===== src/rtl/mem_pkg.sv =====
// mem_pkg: shared memory-port types for the MEM stage.
//   mem_ctrl_t        [1]=read (MEM_RD), [0]=write (MEM_WR)
//   arb_lock_state_t  bus-lock FSM states of mem_arbiter
//   arb_id_t          requester port ID (0 = load/store, 1 = debug/loader)
package mem_pkg;

    typedef logic [1:0] mem_ctrl_t;

    localparam int MEM_RD = 1;
    localparam int MEM_WR = 0;

    typedef enum logic [1:0] {
        ARB_UNLOCKED = 2'd0,
        ARB_LOCKED0  = 2'd1,
        ARB_LOCKED1  = 2'd2
    } arb_lock_state_t;

    typedef logic arb_id_t;

endpackage


===== src/rtl/mem_arb_rr2.sv =====
// mem_arb_rr2: 2-way round-robin picker.
//   eligible  in  2  per-port eligibility (already lock-masked by the parent)
//   last      in  1  port granted most recently
//   gnt       out 2  one-hot grant, 0 when nothing is eligible
module mem_arb_rr2
    import mem_pkg::*;
(
    input  logic [1:0] eligible,
    input  arb_id_t    last,
    output logic [1:0] gnt
);

    assign gnt[0] = eligible[0] && (!eligible[1] || last == 1'b1);
    assign gnt[1] = eligible[1] && (!eligible[0] || last == 1'b0);

endmodule


===== src/rtl/mem_arbiter.sv =====
// mem_arbiter: shares the MEM-stage data-memory port between the load/store
// path (port 0) and the debug/program-loader master (port 1).
//   i_clk, i_reset (async, active-high)
//   i_reqN, i_ctrlN, i_addrN, i_wdataN, i_lockN  requester side, N = 0/1
//   o_gntN (combinational), o_rvalidN/o_rdataN   requester responses
//   o_memAddr, o_writeData, o_ctrlMEM, i_readData memory side
// Optional bus lock: define MEM_ARB_LOCK_EN to enable the lock FSM; otherwise
// the lock inputs are ignored and arbitration is pure round-robin.
module mem_arbiter
    import mem_pkg::*;
#(
    parameter int LOCK_TIMEOUT = 16
) (
    input  logic        i_clk,
    input  logic        i_reset,
    input  logic        i_req0,
    input  logic        i_req1,
    input  mem_ctrl_t   i_ctrl0,
    input  mem_ctrl_t   i_ctrl1,
    input  logic [31:0] i_addr0,
    input  logic [31:0] i_addr1,
    input  logic [31:0] i_wdata0,
    input  logic [31:0] i_wdata1,
    input  logic        i_lock0,
    input  logic        i_lock1,
    output logic        o_gnt0,
    output logic        o_gnt1,
    output logic        o_rvalid0,
    output logic        o_rvalid1,
    output logic [31:0] o_rdata0,
    output logic [31:0] o_rdata1,
    output logic [31:0] o_memAddr,
    output logic [31:0] o_writeData,
    output mem_ctrl_t   o_ctrlMEM,
    input  logic [31:0] i_readData
);

    logic [1:0]      elig_raw, elig, gnt;
    arb_id_t         rr_q, rsp_id_q;
    logic            rsp_valid_q;
    arb_lock_state_t lock_state;
    mem_ctrl_t       ctrl_m0, ctrl_m1;

    assign elig_raw = {i_req1 && i_ctrl1 != '0, i_req0 && i_ctrl0 != '0};

    // Reset forces all grants off; a held lock hides the other port.
    assign elig = i_reset                     ? 2'b00 :
                  lock_state == ARB_LOCKED0   ? {1'b0, elig_raw[0]} :
                  lock_state == ARB_LOCKED1   ? {elig_raw[1], 1'b0} : elig_raw;

    mem_arb_rr2 u_rr (
        .eligible (elig),
        .last     (rr_q),
        .gnt      (gnt)
    );

    assign o_gnt0 = gnt[0];
    assign o_gnt1 = gnt[1];

    // ctrl=11 is illegal: keep the write, drop the read so no response is expected.
    assign ctrl_m0 = {i_ctrl0[MEM_RD] & ~i_ctrl0[MEM_WR], i_ctrl0[MEM_WR]};
    assign ctrl_m1 = {i_ctrl1[MEM_RD] & ~i_ctrl1[MEM_WR], i_ctrl1[MEM_WR]};

    assign o_ctrlMEM   = gnt[0] ? ctrl_m0  : gnt[1] ? ctrl_m1  : '0;
    assign o_memAddr   = gnt[0] ? i_addr0  : gnt[1] ? i_addr1  : '0;
    assign o_writeData = gnt[0] ? i_wdata0 : gnt[1] ? i_wdata1 : '0;

    always_ff @(posedge i_clk or posedge i_reset) begin
        if (i_reset) begin
            rr_q        <= 1'b1;
            rsp_valid_q <= 1'b0;
            rsp_id_q    <= 1'b0;
        end else begin
            if (|gnt) rr_q <= gnt[1];
            rsp_valid_q <= o_ctrlMEM[MEM_RD];
            rsp_id_q    <= gnt[1];
        end
    end

    // Memory read data arrives the cycle after issue; steer it to the issuer.
    assign o_rvalid0 = rsp_valid_q && rsp_id_q == 1'b0;
    assign o_rvalid1 = rsp_valid_q && rsp_id_q == 1'b1;
    assign o_rdata0  = o_rvalid0 ? i_readData : '0;
    assign o_rdata1  = o_rvalid1 ? i_readData : '0;

`ifdef MEM_ARB_LOCK_EN
    localparam logic [7:0] LOCK_LAST = 8'(LOCK_TIMEOUT - 1);

    logic [7:0] lock_cnt;
    logic       own_req, own_gnt, own_lock;

    assign own_req  = lock_state == ARB_LOCKED0 ? i_req0  : i_req1;
    assign own_gnt  = lock_state == ARB_LOCKED0 ? gnt[0]  : gnt[1];
    assign own_lock = lock_state == ARB_LOCKED0 ? i_lock0 : i_lock1;

    // The timeout exit grant already leaves rr_q pointing at the owner,
    // so the other port wins the following contention.
    always_ff @(posedge i_clk or posedge i_reset) begin
        if (i_reset) begin
            lock_state <= ARB_UNLOCKED;
            lock_cnt   <= '0;
        end else if (lock_state == ARB_UNLOCKED) begin
            if (LOCK_TIMEOUT > 1 && ((gnt[0] && i_lock0) || (gnt[1] && i_lock1))) begin
                lock_state <= gnt[0] ? ARB_LOCKED0 : ARB_LOCKED1;
                lock_cnt   <= 8'd1;
            end
        end else if (!own_req || (own_gnt && (!own_lock || lock_cnt == LOCK_LAST))) begin
            lock_state <= ARB_UNLOCKED;
            lock_cnt   <= '0;
        end else if (own_gnt) begin
            lock_cnt <= lock_cnt + 8'd1;
        end
    end
`else
    logic unused_lock;

    assign lock_state  = ARB_UNLOCKED;
    assign unused_lock = i_lock0 ^ i_lock1;
`endif

endmodule


===== config.mk =====
export PLATFORM = sky130hd
export DESIGN_NAME = mem_arbiter
export DESIGN_NICKNAME = d
export VERILOG_FILES = /design/src/rtl/mem_pkg.sv /design/src/rtl/mem_arb_rr2.sv /design/src/rtl/mem_arbiter.sv
export SDC_FILE = /design/constraint.sdc
export NUM_CORES = 1
export LEC_CHECK = 0
export ABC_AREA = 1
export CAP_MARGIN = 20
export CORE_AREA = 2 2 120 122
export CTS_CLUSTER_DIAMETER = 200
export DETAILED_ROUTE_END_ITERATION = 10
export DIE_AREA = 0 0 122 124
export PLACE_DENSITY = 0.59
export SYNTH_ARGS = -nofsm -noshare
export SYNTH_HDL_FRONTEND = slang
export SYNTH_HIERARCHICAL = 1
export SYNTH_SLANG_ARGS = --single-unit

===== constraint.sdc =====
create_clock -name i_clk -period 2.34 [get_ports i_clk]
set_clock_uncertainty 0.1 [all_clocks]
set_input_delay 0.702 -clock i_clk [delete_from_list [all_inputs] [get_ports i_clk]]
set_output_delay 0.702 -clock i_clk [all_outputs]
set_load 0.01 [all_outputs]

-- After elaboration in Yosys (flattened, before gate mapping)
Index checks and enable logic that the tools add are counted.
- word-level logic and storage cells: 31
- output and inout port bits: 134
- input port bits: 170
- register bits: 3
- bitwise operators: 6
- multiplexer cells: 9
- reductions and logical operators: 13
- operators with widths (kind ; number):
    32-bit 2-to-1 mux ; 6
    1-bit logical AND ; 6
    2-bit 2-to-1 mux ; 3
    1-bit inverter ; 4
    2-bit nonzero test ; 2
    1-bit AND ; 2
    1-bit logical NOT ; 2
    1-bit logical OR ; 2
    2-bit OR reduction ; 1

-- Logic depth before layout (Yosys ltp)
- depth after elaboration: 8
- depth in mapped cells: 9
- depth with buffers taken out: 8

-- Cells and area by module
The synthesis kept the hierarchy.
- modules (own cells, without submodules) (module ; instances ; cells each ; seq. area each (um^2) ; area an instance (um^2)):
    mem_arbiter ; 1 ; 334 ; 76.3 ; 1398.8
    mem_arb_rr2 ; 1 ; 4 ; 0.0 ; 27.5

-- Worst setup path after synthesis
OpenSTA, ideal clock, no wires.
- path kind: input-to-output
- from: input port i_ctrl1[0]
- to: output port o_memAddr[11]
- data required time: 1538 ps
- path slack: -266 ps
- arrival: 1804 ps
- stages: 9
- buffers on the path: 2
- cells stage by stage: o21ai_0 -> nor2_1 -> a21boi_2 -> inv_1 -> nor2_1 -> buf_4 -> buf_6 -> nand2_1 -> nand2_1
- elaborated cells on any way between the ends: 9
- those cells by class: 3 x mux; 6 x reduce/logical
- RTL lines (what ; line ; source):
    from (decl) ; mem_arbiter.sv:19 ; input mem_ctrl_t i_ctrl1,
    2-bit nonzero test ; mem_arbiter.sv:44 ; assign elig_raw = {i_req1 && i_ctrl1 != '0, i_req0 && i_ctrl0 != '0};
    1-bit logical AND ; mem_arbiter.sv:44 ;
    2-bit 2-to-1 mux ; mem_arbiter.sv:47 ; assign elig = i_reset ? 2'b00 :
    via elig[1] ; mem_arbiter.sv:38 ; logic [1:0] elig_raw, elig, gnt;
    1-bit logical AND ; mem_arb_rr2.sv:14 ; assign gnt[1] = eligible[1] && (!eligible[0] || last == 1'b0);
    via o_gnt1 ; mem_arbiter.sv:27 ; output logic o_gnt1,
    32-bit 2-to-1 mux (2 in series) ; mem_arbiter.sv:65 ; assign o_memAddr = gnt[0] ? i_addr0 : gnt[1] ? i_addr1 : '0;
    to (decl) ; mem_arbiter.sv:32 ; output logic [31:0] o_memAddr,
The timed path passes the listed nets, and every way through them passes these cells.

-- Worst setup path in the final report
- from: input port i_ctrl0[1]
- to: output port o_writeData[15]
- longest elaborated chain between the ends: 8
- elaborated cells on any way between the ends: 9
- those cells by class: 3 x mux; 6 x reduce/logical
- ends and longest elaborated chain (what ; line ; source):
    from (decl) ; mem_arbiter.sv:18 ; input mem_ctrl_t i_ctrl0,
    2-bit nonzero test (*) ; mem_arbiter.sv:44 ;
    1-bit logical AND (*) ; mem_arbiter.sv:44 ;
    2-bit 2-to-1 mux (*) ; mem_arbiter.sv:47 ;
    via elig[0] ; mem_arbiter.sv:38 ;
    1-bit logical NOT ; mem_arb_rr2.sv:14 ;
    1-bit logical OR ; mem_arb_rr2.sv:14 ;
    1-bit logical AND ; mem_arb_rr2.sv:14 ;
    32-bit 2-to-1 mux ; mem_arbiter.sv:66 ; assign o_writeData = gnt[0] ? i_wdata0 : gnt[1] ? i_wdata1 : '0;
    32-bit 2-to-1 mux (*) ; mem_arbiter.sv:66 ;
    to (decl) ; mem_arbiter.sv:33 ; output logic [31:0] o_writeData,
The timed path passes the listed nets; every way through them passes the cells marked *.

==> results.sh <==
export IMPL_die_h_um=124
export IMPL_chipWidth_um=122
export IMPL_cts_tree="built"
export IMPL_final_area_um2=5065
export IMPL_utilization_pct=36.92
export IMPL_path_buf_inv=6
export IMPL_cp_start_kind="input pin"
export IMPL_first_pass_iters=4
export IMPL_synth_top_family_by_area="simple AND/OR/NAND/NOR gates"
export IMPL_leakage_nw=2.644
export IMPL_cp_required_ns=1.54
export IMPL_htree_levels=1
export IMPL_grt_use_total_pct=12.67
export IMPL_setup_viol=67
export IMPL_syn_avg_cell_area_um2=4.220
export IMPL_synth_area_top_cells="nand2_1 52%, nor2_1 18%, inv_1 11%"
export IMPL_yosysTopAreaCellShare_pct=52.37
export IMPL_hold_buffers=0
export IMPL_insertion_delay_ns=0.23
export IMPL_clockRootBuffer="clkbuf_16"
export IMPL_outcome="finished with violations"
export IMPL_cpMaxStageDelayCell="o21ai_4"
export IMPL_synthToLayoutAreaGrowth_pct=255.1
export IMPL_initial_core_util_pct=10.40
export IMPL_dp_hpwl_um=8688
export IMPL_path_cells="buf_6 -> o21ai_4 -> nor2_4 -> a21boi_4 -> inv_2 -> nor2_4 -> buf_8 -> buf_16 -> buf_12 -> nand2_4 -> nand2_2 -> buf_6"
export IMPL_path_clk_slew_ns=0.03
export IMPL_die_area_um2=15130
export IMPL_io_pins=304
export IMPL_synth_compound_gate_area_share_pct=2.456
export IMPL_cap_violations=0
export IMPL_min_period_ns=2.821
export IMPL_fin_nets=826
export IMPL_layout_drive_gt1_share_pct=40.00
export IMPL_synthXorXnorAreaFrac_pct=0
export IMPL_place_area_um2=4892
export IMPL_synth_cell_types=13
export IMPL_slew_violations=0
export IMPL_slew_headroom_pct=88.60
export IMPL_rrSetupSlack_ns=0.79
export IMPL_max_stage_delay_ns=0.17
export IMPL_post_route_period_util_pct=120.5
export IMPL_wirelength_um=11110
export IMPL_synth_yosys_seq_area_share_pct=5.351
export IMPL_drtAntennaViolNets=0
export IMPL_crit_family="buffers and inverters"
export IMPL_synth_area_um2=1426
export IMPL_critPathCaptureType="primary output"
export IMPL_rows=43
export IMPL_grt_pass1_vias=3048
export IMPL_routedWlPerCell_um=13.30
export IMPL_max_freq_mhz=354.5
export IMPL_grt_max_degree=34
export IMPL_ys_warn_count=6
export IMPL_grt_overflow=0
export IMPL_syn_nets=508
export IMPL_synth_cells=338
export IMPL_grt_pass1_wl_um=15070
export IMPL_rsz0062_at_grt="yes"
export IMPL_path_class="input pin to primary output"
export IMPL_hold_path_class="input pin to async pin"
export IMPL_ys_ff_latch=3
export IMPL_place_congestion=0.7114
export IMPL_fin_ws_ns=-0.4806
export IMPL_synthAdderAreaFrac_pct=0
export IMPL_path_max_fanout=8
export IMPL_powerDensity_nw_per_um2=228.2
export IMPL_portBuffers=301
export IMPL_ir_drop_mv=0.1679
export IMPL_placed_cells=814
export IMPL_diodes=0
export IMPL_drc=0
export IMPL_yosys_area_share_simple_pct=70.79
export IMPL_tightest_slew_ns=0.1707
export IMPL_cts_buffer_depth=2
export IMPL_violations="setup timing"
export IMPL_drt_iter0_drc=54
export IMPL_antenna_found_initial=0
export IMPL_cts_buffers=3
export IMPL_synth_mux_area_share_pct=0
export IMPL_vias_per_cell=3.751
export IMPL_final_cells=835
export IMPL_arrival_ns=2.02
export IMPL_finalHoldViolCount=0
export IMPL_vias=3132
export IMPL_yosysTopAreaCell="nand2_1"
export IMPL_clock_sinks=3
export IMPL_core_region_area_um2=13720
-- cells in the final DEF, fill, tap and decap left out --
cell / n
clkdlybuf4s50_1: 162
buf_12: 6
nand2_4: 5
buf_6: 53
nor2_1: 64
clkbuf_16: 4
inv_4: 1
clkdlybuf4s15_2: 24
nor2_2: 2
dfrtp_1: 2
a21oi_4: 2
a21boi_4: 1
nand2_1: 126
o21ai_4: 2
nor2_4: 4
nand2_2: 68
buf_8: 3
clkbuf_1: 1
buf_2: 62
clkbuf_2: 9
inv_1: 38
buf_16: 3
inv_2: 2
dfstp_2: 1
buf_4: 10
-- per-layer routing --
layer	GRT usage, %	wire length (um)
met5	0	0
met1	12.28	3691
met4	1.580	61
met2	25.73	5949
met3	4.945	1404
-- per-stage QoR --
stage               hold WS [ns]  setup WS (ns)  setup TNS (ns)  power (W)
CTS                       0.2866        -0.4723          -26.45   0.001158
detailed placement        0.3981         -1.366         -108.05  0.0008196
floorplan                 0.3549        -0.1920          -10.54  0.0002992
global route              0.2605        -0.5520          -32.30   0.001228
global placement          0.3902         -1.298         -103.53  0.0008149
finish                    0.2553        -0.4806          -26.87   0.001156
-- cell usage after synthesis --
cell	instances
o21ai_0	2
buf_2	10
nor2_1	70
a21oi_1	1
dfstp_2	1
dfrtp_1	2
a21boi_2	1
clkbuf_1	1
inv_1	41
buf_6	8
buf_4	1
a21oi_2	1
nand2_1	199
-- report_power, final --
| group | total (W) | internal, W | switching [W] |
|---|---|---|---|
| Sequential | 0.0000651 | 0.0000594 | 0.00000568 |
| Clock | 0.000276 | 0.000225 | 0.0000506 |
| Combinational | 0.000815 | 0.000504 | 0.000310 |
-- logic make-up (layout without fill, tap and decap cells) --
logic type      count (synthesis)  after routing
simple gates                  269            269
buf+inv                        61            378
compound gates                  5              5
flops                           3              3
-- what timing repair did --
action                     CTS  global route
gates resized for setup    553            71
buffers inserted            12             1
gates cloned                 4             1
pin swaps                    6             4
setup endpoints to repair  132           109
-- final cells by class --
cell class / count / area, um2
inverter: 41 / 156.4
clock buffer: 4 / 78.83
timing repair buffer: 333 / 3192
tap: 180 / 225.2
multi-input combinational: 274 / 1336
sequential: 3 / 76.32
fill: 1508 / 8655
-- flip-flops by register name (all words and copies together), names as in the netlist --
signal	count
rr_q	1
rsp_valid_q	1
rsp_id_q	1
-- worst register-to-register path, delay by kind of cell (launching register included) --
kind                   cells  cell delay (ns)
DFF                        1             0.57
buffers and inverters      5             0.51
AOI/OAI and AO/OA          1             0.20
and+or+nand+nor            2             0.10
-- path summary, 6_finish.rpt --
check	end	cells past startpoint	startpoint
worst max-delay path	o_writeData[15]	12	i_ctrl0[1]
worst min-delay path	rsp_id_q$_DFF_PP0_	2	i_reset
worst min register to register	rr_q$_DFFE_PP1P_	2	rr_q$_DFFE_PP1P_
worst max register to register	rr_q$_DFFE_PP1P_	8	rr_q$_DFFE_PP1P_
min in group i_clk	rr_q$_DFFE_PP1P_	2	rr_q$_DFFE_PP1P_
max in group asynchronous	rr_q$_DFFE_PP1P_	2	i_reset
(Power assumes the default switching activity.)
==> variant: new RTL, config.mk and constraints unchanged <==
Build with the macro `MEM_ARB_LOCK_EN` defined.
--- a/src/rtl/mem_arbiter.sv
+++ b/src/rtl/mem_arbiter.sv
@@ -8,2 +8,4 @@
 // the lock inputs are ignored and arbitration is pure round-robin.
+`define MEM_ARB_LOCK_EN
+
 module mem_arbiter
Behaviour: not the same (a bounded check fails within 4 cycles, from zero or initial values and one cycle with i_reset high).
==> variant against the unedited design <==
The flow still finishes with violations (negative setup slack). Design area increased by 34%. Hold slack improved by 0.15 ns. Wire length increased by 48%. Total power increased by 85%. Sequential cell count increased by 10. Register-to-register slack got worse by 0.78 ns. Setup slack got worse by 0.096 ns. Global-route usage increased by 6.8 points. Sequential share of layout area increased by 3.3 points. Area after synthesis increased by 50%.
==> variant: results (changes against the unedited design) <==
[timing]
setup_ws_ns = -0.5765  ; was -0.4806 ns
whs_ns = 0.4015  ; was 0.2553 ns
setup-violations-final = 78  ; was 67
timing.setup.tns_ns = -35.36  ; was -26.87 ns

[worst_setup_path]
cp-endpoint = o_memAddr[26]  ; was o_writeData[15]
rr_startpoint = lock_state[0]$_DFFE_PP0P_  ; was rr_q$_DFFE_PP1P_
r2r-end = lock_cnt[4]$_DFFE_PP0P_  ; was rr_q$_DFFE_PP1P_
rrSetupSlack_ns = 0.01  ; was 0.79 ns
r2r_cells = 17  ; was 8

[power]
pg_seq_mw = 0.281  ; was 0.0651 mW
leakage_nw = 3.490  ; was 2.644 nW
peakVddDrop_mv = 0.2246  ; was 0.1679 mV
p_sw_share_pct = 37.23  ; was 31.73%
p_switching_mw = 0.7971  ; was 0.3666 mW
clockPowerShare_pct = 14.9  ; was 23.9%

[final_layout]
stdcell_area_mm2 = 0.006777  ; was 0.005065 mm²
final_cells = 963  ; was 835
clk_share_pct = 1.163  ; was 1.556%
largestRegisters = lock_cnt (8), lock_state (2)  ; was rr_q (1), rsp_id_q (1), rsp_valid_q (1)
inv_count = 53  ; was 41
non_clock_buffer_area_share_pct = 55.89  ; was 63.02%
multi_input_area_share_pct = 31.46  ; was 26.38%
nMultiInputCombCells = 342  ; was 274
syn_to_final_growth_pct = 217.1  ; was 255.1%
nNonClkBuffers = 371  ; was 333

[logic_synthesis]
synthTopCellsByArea = nand2_1 28%, nand3_1 17%, dfrtp_1 14%  ; was nand2_1 52%, nor2_1 18%, inv_1 11%
netlist_instances = 436  ; was 338
ys_ff_latch = 13  ; was 3
synth-seq-area-share_pct = 15.28  ; was 5.351%
ys_top_cells_by_count = 162 x nand2_1, 74 x nor2_1, 73 x nand3_1  ; was 199 x nand2_1, 70 x nor2_1, 41 x inv_1
syn_nets = 607  ; was 508

[run_status]
violations = negative setup slack  ; unchanged
status = finished with violations  ; unchanged

[placed_design]
dp_hpwl_um = 11820  ; was 8688 µm
dp_slack_ns = -1.332  ; was -1.366 ns
dp.cells = 922  ; was 814
gp_congestion = 0.8148  ; was 0.7114
io_buffers = 303  ; was 301

[detailed_routing]
drtIter0Drc = 182  ; was 54
route.met3.wl_um = 1342  ; was 1404 µm
avgRoutedWirePerCell_um = 17.07  ; was 13.30 µm
vias = 4194  ; was 3132
drt-met1-wl_um = 6070  ; was 3691 µm
wl_met2_um = 8825  ; was 5949 µm

[clocking]
cts-resized-gates = 696  ; was 553

[global_route]
met2_usage_pct = 37.36  ; was 25.73%
grt_usage_pct = 19.48  ; was 12.67%
met3_usage_pct = 4.304  ; was 4.945%
grt_pass1_vias = 4078  ; was 3048
grt_start_max_net_pins = 26  ; was 34
use_met1_pct = 22.39  ; was 12.28%

[variant: changes by cell type after synthesis, moves of 7 or more]
cell	delta
buf_6	-8
clkbuf_1	+13
inv_1	+9
nand2_2	+7
nand3_1	+73
dfrtp_1	+10
nand2_1	-37
[variant: cell families (layout without fill, tap and decap cells)]
family | Yosys count | after routing | share of synthesized area, %
simple gates | 324 | 324 | 63.35
buf+inv | 81 | 428 | 15.05
compound gates | 13 | 13 | 4.099
flops | 13 | 13 | 15.28
xor+xnor | 4 | 4 | 1.640
fa+ha+maj | 1 | 1 | 0.5854
[variant: worst max-delay path: stages]
cell and delay, ns:
buf_6 0.09, clkinvlp_4 0.08, o21ai_2 0.06, nor2_2 0.13, buf_4 0.12, a21boi_4 0.22, buf_6 0.15, buf_6 0.13
buf_16 0.14, nand3_2 0.09, nand2_2 0.09, buf_6 0.10
